File: src/rtl/vend_pkg.sv
// Shared types and constants for the drink vending transaction controller.
package vend_pkg;

   typedef enum logic [1:0] {IDLE, VEND, CHANGE} vend_state_t;

   localparam logic [2:0] DRINK_NONE   = 3'b000;
   localparam logic [2:0] DRINK_TEA    = 3'b001;
   localparam logic [2:0] DRINK_COKE   = 3'b010;
   localparam logic [2:0] DRINK_COFFEE = 3'b011;
   localparam logic [2:0] DRINK_MILK   = 3'b100;

   localparam logic [6:0] COIN_1  = 7'd1;
   localparam logic [6:0] COIN_5  = 7'd5;
   localparam logic [6:0] COIN_10 = 7'd10;
   localparam logic [6:0] COIN_50 = 7'd50;

   localparam logic [6:0] CHG_10 = 7'd10;
   localparam logic [6:0] CHG_5  = 7'd5;
   localparam logic [6:0] CHG_1  = 7'd1;

   function automatic logic coin_denom_ok(input logic [6:0] c);
      return (c == COIN_1) || (c == COIN_5) || (c == COIN_10) || (c == COIN_50);
   endfunction

endpackage

File: src/rtl/vend_change_pick.sv
// Greedy change selector: largest of 10/5/1 not exceeding the remainder (0 when nothing is owed).
module vend_change_pick
   import vend_pkg::*;
(
   input  logic [6:0] remainder,
   output logic [6:0] coin_val
);

   always_comb begin
      coin_val = 7'd0;
      if (remainder >= CHG_10)
         coin_val = CHG_10;
      else if (remainder >= CHG_5)
         coin_val = CHG_5;
      else if (remainder >= CHG_1)
         coin_val = CHG_1;
   end

endmodule

File: src/rtl/vend_sequencer.sv
// Vending transaction controller: credit accumulation, drink release handshake and change payout.
// Optional VEND_TIMEOUT_EN: abort a dispense after DISP_TIMEOUT cycles without drink_ack.
module vend_sequencer
   import vend_pkg::*;
#(
   parameter int PRICE_TEA    = 10,
   parameter int PRICE_COKE   = 15,
   parameter int PRICE_COFFEE = 20,
   parameter int PRICE_MILK   = 25,
   parameter int CREDIT_MAX   = 99,
   parameter int DISP_TIMEOUT = 255
)(
   input  logic       clk,
   input  logic       reset,
   input  logic [6:0] coin,
   input  logic       coin_valid,
   input  logic [2:0] drink_choose,
   input  logic       cancel,
   output logic       drink_req,
   output logic [2:0] drink_id,
   input  logic       drink_ack,
   output logic       coin_out_valid,
   output logic [6:0] coin_out_val,
   input  logic       coin_out_ready,
   output logic [6:0] total_coin,
   output logic [6:0] refund,
   output logic       coin_reject,
   output logic       busy,
   output logic       timeout_fault
);

   vend_state_t state_reg, state_next;
   logic [6:0]  credit_reg, credit_next;
   logic [6:0]  refund_reg, refund_next;
   logic [2:0]  drink_id_reg, drink_id_next;
   logic        reject_reg, reject_next;
   logic [7:0]  coin_sum;
   logic [6:0]  vend_remain;
   logic [6:0]  chg_val;

   function automatic logic [6:0] price_of(input logic [2:0] d);
      case (d)
         DRINK_TEA:    return 7'(PRICE_TEA);
         DRINK_COKE:   return 7'(PRICE_COKE);
         DRINK_COFFEE: return 7'(PRICE_COFFEE);
         DRINK_MILK:   return 7'(PRICE_MILK);
         default:      return 7'd0;
      endcase
   endfunction

   vend_change_pick u_change_pick (
      .remainder (credit_reg),
      .coin_val  (chg_val)
   );

   // Widened so a large coin on a nearly full credit cannot wrap past the limit check.
   assign coin_sum    = {1'b0, credit_reg} + {1'b0, coin};
   assign vend_remain = credit_reg - price_of(drink_id_reg);

`ifdef VEND_TIMEOUT_EN
   localparam int TO_W = $clog2(DISP_TIMEOUT + 1);
   logic [TO_W-1:0] to_cnt_reg, to_cnt_next;
   logic            fault_reg, fault_next;
`endif

   always_comb begin
      state_next    = state_reg;
      credit_next   = credit_reg;
      refund_next   = refund_reg;
      drink_id_next = drink_id_reg;
      reject_next   = 1'b0;
`ifdef VEND_TIMEOUT_EN
      to_cnt_next   = to_cnt_reg;
      fault_next    = 1'b0;
`endif
      case (state_reg)
         IDLE: begin
            if (coin_valid) begin
               if (coin_denom_ok(coin) && (coin_sum <= 8'(CREDIT_MAX)))
                  credit_next = coin_sum[6:0];
               else
                  reject_next = 1'b1;
            end else if ((drink_choose != DRINK_NONE) && (drink_choose <= DRINK_MILK) &&
                         (credit_reg >= price_of(drink_choose))) begin
               drink_id_next = drink_choose;
               state_next    = VEND;
`ifdef VEND_TIMEOUT_EN
               to_cnt_next   = '0;
`endif
            end else if (cancel && (credit_reg != 7'd0)) begin
               refund_next = credit_reg;
               state_next  = CHANGE;
            end
         end
         VEND: begin
            reject_next = coin_valid;
            if (drink_ack) begin
               credit_next = vend_remain;
               refund_next = vend_remain;
               state_next  = (vend_remain != 7'd0) ? CHANGE : IDLE;
            end
`ifdef VEND_TIMEOUT_EN
            else if (to_cnt_reg == TO_W'(DISP_TIMEOUT - 1)) begin
               fault_next  = 1'b1;
               refund_next = credit_reg;
               state_next  = CHANGE;
            end else begin
               to_cnt_next = to_cnt_reg + 1'b1;
            end
`endif
         end
         CHANGE: begin
            reject_next = coin_valid;
            if (coin_out_ready) begin
               credit_next = credit_reg - chg_val;
               if (credit_reg == chg_val)
                  state_next = IDLE;
            end
         end
         default: state_next = IDLE;
      endcase
   end

   always_ff @(posedge clk or posedge reset) begin
      if (reset) begin
         state_reg    <= IDLE;
         credit_reg   <= '0;
         refund_reg   <= '0;
         drink_id_reg <= DRINK_NONE;
         reject_reg   <= 1'b0;
      end else begin
         state_reg    <= state_next;
         credit_reg   <= credit_next;
         refund_reg   <= refund_next;
         drink_id_reg <= drink_id_next;
         reject_reg   <= reject_next;
      end
   end

`ifdef VEND_TIMEOUT_EN
   always_ff @(posedge clk or posedge reset) begin
      if (reset) begin
         to_cnt_reg <= '0;
         fault_reg  <= 1'b0;
      end else begin
         to_cnt_reg <= to_cnt_next;
         fault_reg  <= fault_next;
      end
   end
   assign timeout_fault = fault_reg;
`else
   assign timeout_fault = 1'b0;
`endif

   // Handshake outputs decode from the state register so an asynchronous reset drops them at once.
   assign drink_req      = (state_reg == VEND);
   assign coin_out_valid = (state_reg == CHANGE);
   assign coin_out_val   = (state_reg == CHANGE) ? chg_val : 7'd0;
   assign drink_id       = drink_id_reg;
   assign total_coin     = credit_reg;
   assign refund         = refund_reg;
   assign coin_reject    = reject_reg;
   assign busy           = (state_reg != IDLE);

endmodule

File: config.mk
export PLATFORM = sky130hd
export DESIGN_NAME = vend_sequencer
export DESIGN_NICKNAME = d
export VERILOG_FILES = /design/src/rtl/vend_pkg.sv /design/src/rtl/vend_change_pick.sv /design/src/rtl/vend_sequencer.sv
export SDC_FILE = /design/constraint.sdc
export NUM_CORES = 1
export LEC_CHECK = 0
export ABC_AREA = 1
export BUFFER_PORTS_ARGS = -buffer_cell sky130_fd_sc_hd__buf_2
export CORE_MARGIN = 2
export CORE_UTILIZATION = 57
export CTS_CLUSTER_SIZE = 28
export DETAILED_ROUTE_END_ITERATION = 7
export GPL_TIMING_DRIVEN = 1
export PLACE_DENSITY = 0.82
export SYNTH_ARGS = -nofsm -noshare
export SYNTH_HDL_FRONTEND = slang
export SYNTH_SLANG_ARGS = --single-unit
File: constraint.sdc
create_clock -name clk -period 3.64 [get_ports clk]
set_input_delay 0.728 -clock clk [delete_from_list [all_inputs] [get_ports clk]]
set_output_delay 0.728 -clock clk [all_outputs]
set_load 0.02 [all_outputs]
==> metrics.md <==
| Metric | Value |
|---|---|
| Clk_lat worst skew | `270 ps` |
| HPWL after detailed placement | `4951 microns` |
| Post CTS Setup Buffer Count | `0` |
| CTS root buf | `clkbuf_8` |
| Reg-to-Reg Start | `total_coin[6]` |
| Htree depth | `1` |
| Worst Hold Depth | `2` |
| Slew HR | `45.43%` |
| FP Rows | `23` |
| Area Overhead vs Synth | `13.01%` |
| Clock power share | `7.9%` |
| Yosys reg bits | `20` |
| TritonCTS Buffers | `3` |
| Total iterations of the first detailed-routing run | `5` |
| Critical path class | `reg2reg` |
| Clock sink count | `20` |
| Startpoint types | `register` |
| Initial core utilization | `59.44%` |
| Total of warnings raised by yosys | `0` |
| Share of cells above drive strength 1 | `16.63%` |
| # fillers | `372` |
| Vias | `2544` |
| WHS | `469.8 ps` |
| GP Congestion | `0.9205` |
| Die area | `0.004736 sq mm` |
| Worst VDD drop | `0.6203 mV` |
| Chip width | `68.82 microns` |
| Synth area leader | `dfrtp_1` |
| Post-Syn Area | `0.002395 sq mm` |
| Net count, final | `461` |
| Final setup violation count | `0` |
| Hold Crit Start | `refund[3]` |
| Sequential power share | `15.0%` |
| Vias per inst | `5.471` |
| Achievable Freq | `0.3509 GHz` |
| Pwr dens | `1078 mW/mm^2` |
| Buffers on Ports | `40` |
| R2R Setup Slk | `790 ps` |
| Fin. Hold Viols | `0` |
| Leak pwr | `1.570 nW` |
| CP endpoint kind | `register` |
| Synth top area share | `20.90%` |
| Clock Path Buffers | `2` |
| Wirelength per Cell | `13.31 microns` |
| WL final | `6189 microns` |
| Reg2Reg Depth | `22` |
| Maxcap violations | `0` |
| Largest net degree at the start of global routing | `21` |
| Final Cycle Share | `78.30%` |
| IO Count | `45` |
| Synth area leaders | `dfrtp_1 21%, nand2_1 19%, ha_1 14%` |
| Tmin final | `2850 ps` |
| Core area | `0.004029 sq mm` |
| Crit path DAT | `3060 ps` |
| Final Non-Filler Cells | `465` |
| CTS hold repair buffers | `0` |
| Layout Skew | `3.308 ps` |
| RSZ-0062 raised after global routing | `false` |
| Worst-path fanout max | `6` |
| Post-synthesis sequential area ratio | `20.90%` |
| Worst slew pin tran | `817.6 ps` |
| Die Ht | `68.82 microns` |
| Vias in the first global route | `2161` |
| Worst r2r dst | `total_coin[6]` |
| Initial antenna violation count | `0` |
| Routed Antenna Nets | `0` |
| Synth unique cells | `36` |
| # DRC | `0` |
| Final-report max-slew violation count | `0` |
| Dpl cells | `461` |
| Switching Fraction | `57.45%` |
| Worst Hold Class | `reg2reg` |
| Outcome | `finished clean` |
| Mean post-synth cell area | `6.420 sq um` |
| Resized Gates After CTS | `0` |
| DRT iter0 DRCs | `265` |
| Net load switching power | `1.677 mW` |
| Internal power | `1.242 mW` |
| Combinational share of power | `77.1%` |
| Setup TNS | `0 ps` |
| Reg clk slew, reported paths | `80 ps` |
| GRT Util Overall | `27.99%` |
| Global-route wire length before repair | `9777 microns` |
| N_diodes | `0` |
| TritonCTS clock tree | `built` |
| Post-synthesis cell count | `373` |
| CP required | `3850 ps` |
| Hold Path Sink | `refund[3]` |
| Gr ovfl total | `0` |
==> Yosys cell counts, drive strengths merged <==
library cell,number
o21ai,21
a21o,1
a31oi,3
clkbuf,2
ha,26
o22ai,2
xor2,2
o21bai,1
nand4,6
nand3,40
a21boi,1
xnor2,1
fa,3
o211ai,1
nor2,33
buf,6
inv,50
a21oi,16
nor3,6
nand3b,1
nand2,129
dfrtp,20
conb,1
a41oi,1
==> cells in the final DEF, fill, tap and decap left out, types with 2 or more instances in the layout <==
cell and instances:
nand3_2 5, nand4_1 6, a31oi_1 3, buf_2 40, a21oi_1 15, o22ai_1 2
nand2_2 3, dfrtp_1 20, xor2_1 2, buf_4 3, ha_1 26, nor2_4 2
nor2_1 30, nand2_4 3, inv_2 4, inv_1 46, o21ai_1 2, fa_1 3
o21ai_0 18, nand3_1 35, nor3_1 4, nand2_1 123, clkbuf_8 3, conb_1 4
==> power groups by stage <==
stage               sequential [mW]  clock, mW  combinational, mW
floorplan                     0.529          0               1.60
global placement              0.434          0               2.18
detailed placement            0.438          0               2.22
CTS                           0.433      0.229               2.23
global route                  0.448      0.238               2.54
finish                        0.437      0.230               2.25
==> kinds of logic (layout without fill, tap and decap cells) <==
family	Yosys count	in the layout	synth area share (%)
DFF	20	20	20.90
xor gates and xnor gates	3	3	1.097
and+or+nand+nor	215	215	40.60
AOI/OAI and AO/OA	47	47	10.97
other	1	4	0.1566
adders and majority gates	29	29	16.09
buffers and inverters	58	97	10.19
==> how the worst max path moves through the flow <==
stage,from,end,slack (ps)
after floorplan,total_coin[6],total_coin[4],870
after global placement,total_coin[5],total_coin[6],950
after detailed placement,total_coin[6],total_coin[6],870
after CTS,total_coin[6],total_coin[6],840
after global routing,total_coin[6],total_coin[4],540
final,total_coin[6],total_coin[6],790
==> metrics by stage <==
stage               utilization (%)  worst slack (ps)  power (mW)  cell area (sq um)
floorplan                         -             868.8       2.127               2406
global placement              65.40             952.6       2.613               2635
detailed placement            65.40             871.7       2.655               2635
CTS                           67.17             844.1       2.891               2706
global route                  67.17             543.6       3.229               2706
finish                        67.17             789.9       2.918               2706
==> per-layer routing <==
metal | track usage (%) | share of wire, % | vias to the layer above
met4 | 9.559 | 1.9 | 0
met5 | 0 | 0 | -
met3 | 2.273 | 7.6 | 13
met2 | 46.15 | 46 | 104
met1 | 38.59 | 44 | 1132
li1 | - | - | 1295
==> worst max-delay path, cell delays in order (launching register included) <==
cell and delay, ps:
dfrtp_1 450, inv_1 170, nand2_1 100, nor2_1 180, inv_1 60, a21oi_1 110, buf_4 160, inv_1 50
nor2_1 90, ha_1 170, inv_1 70, fa_1 390, nand2_1 80, nand2_1 50, nand2_1 120, nand2_1 70
nand2_1 60, nand3_1 60, nand2_1 80, nand2_1 50, nand2_1 70, nand3_1 70, nand2_1 90
==> final cells by class <==
cell class / instances / area [sq um] / share of cell area, %
tap: 50 / 62.56 / 2.312
multi-input combinational: 298 / 1662 / 61.40
sequential: 20 / 500.5 / 18.49
timing repair buffer: 43 / 222.7 / 8.229
inverter: 50 / 187.7 / 6.935
clock inverter: 1 / 30.03 / 1.110
clock buffer: 3 / 41.29 / 1.526
Power figures use the tool's default switching activity.
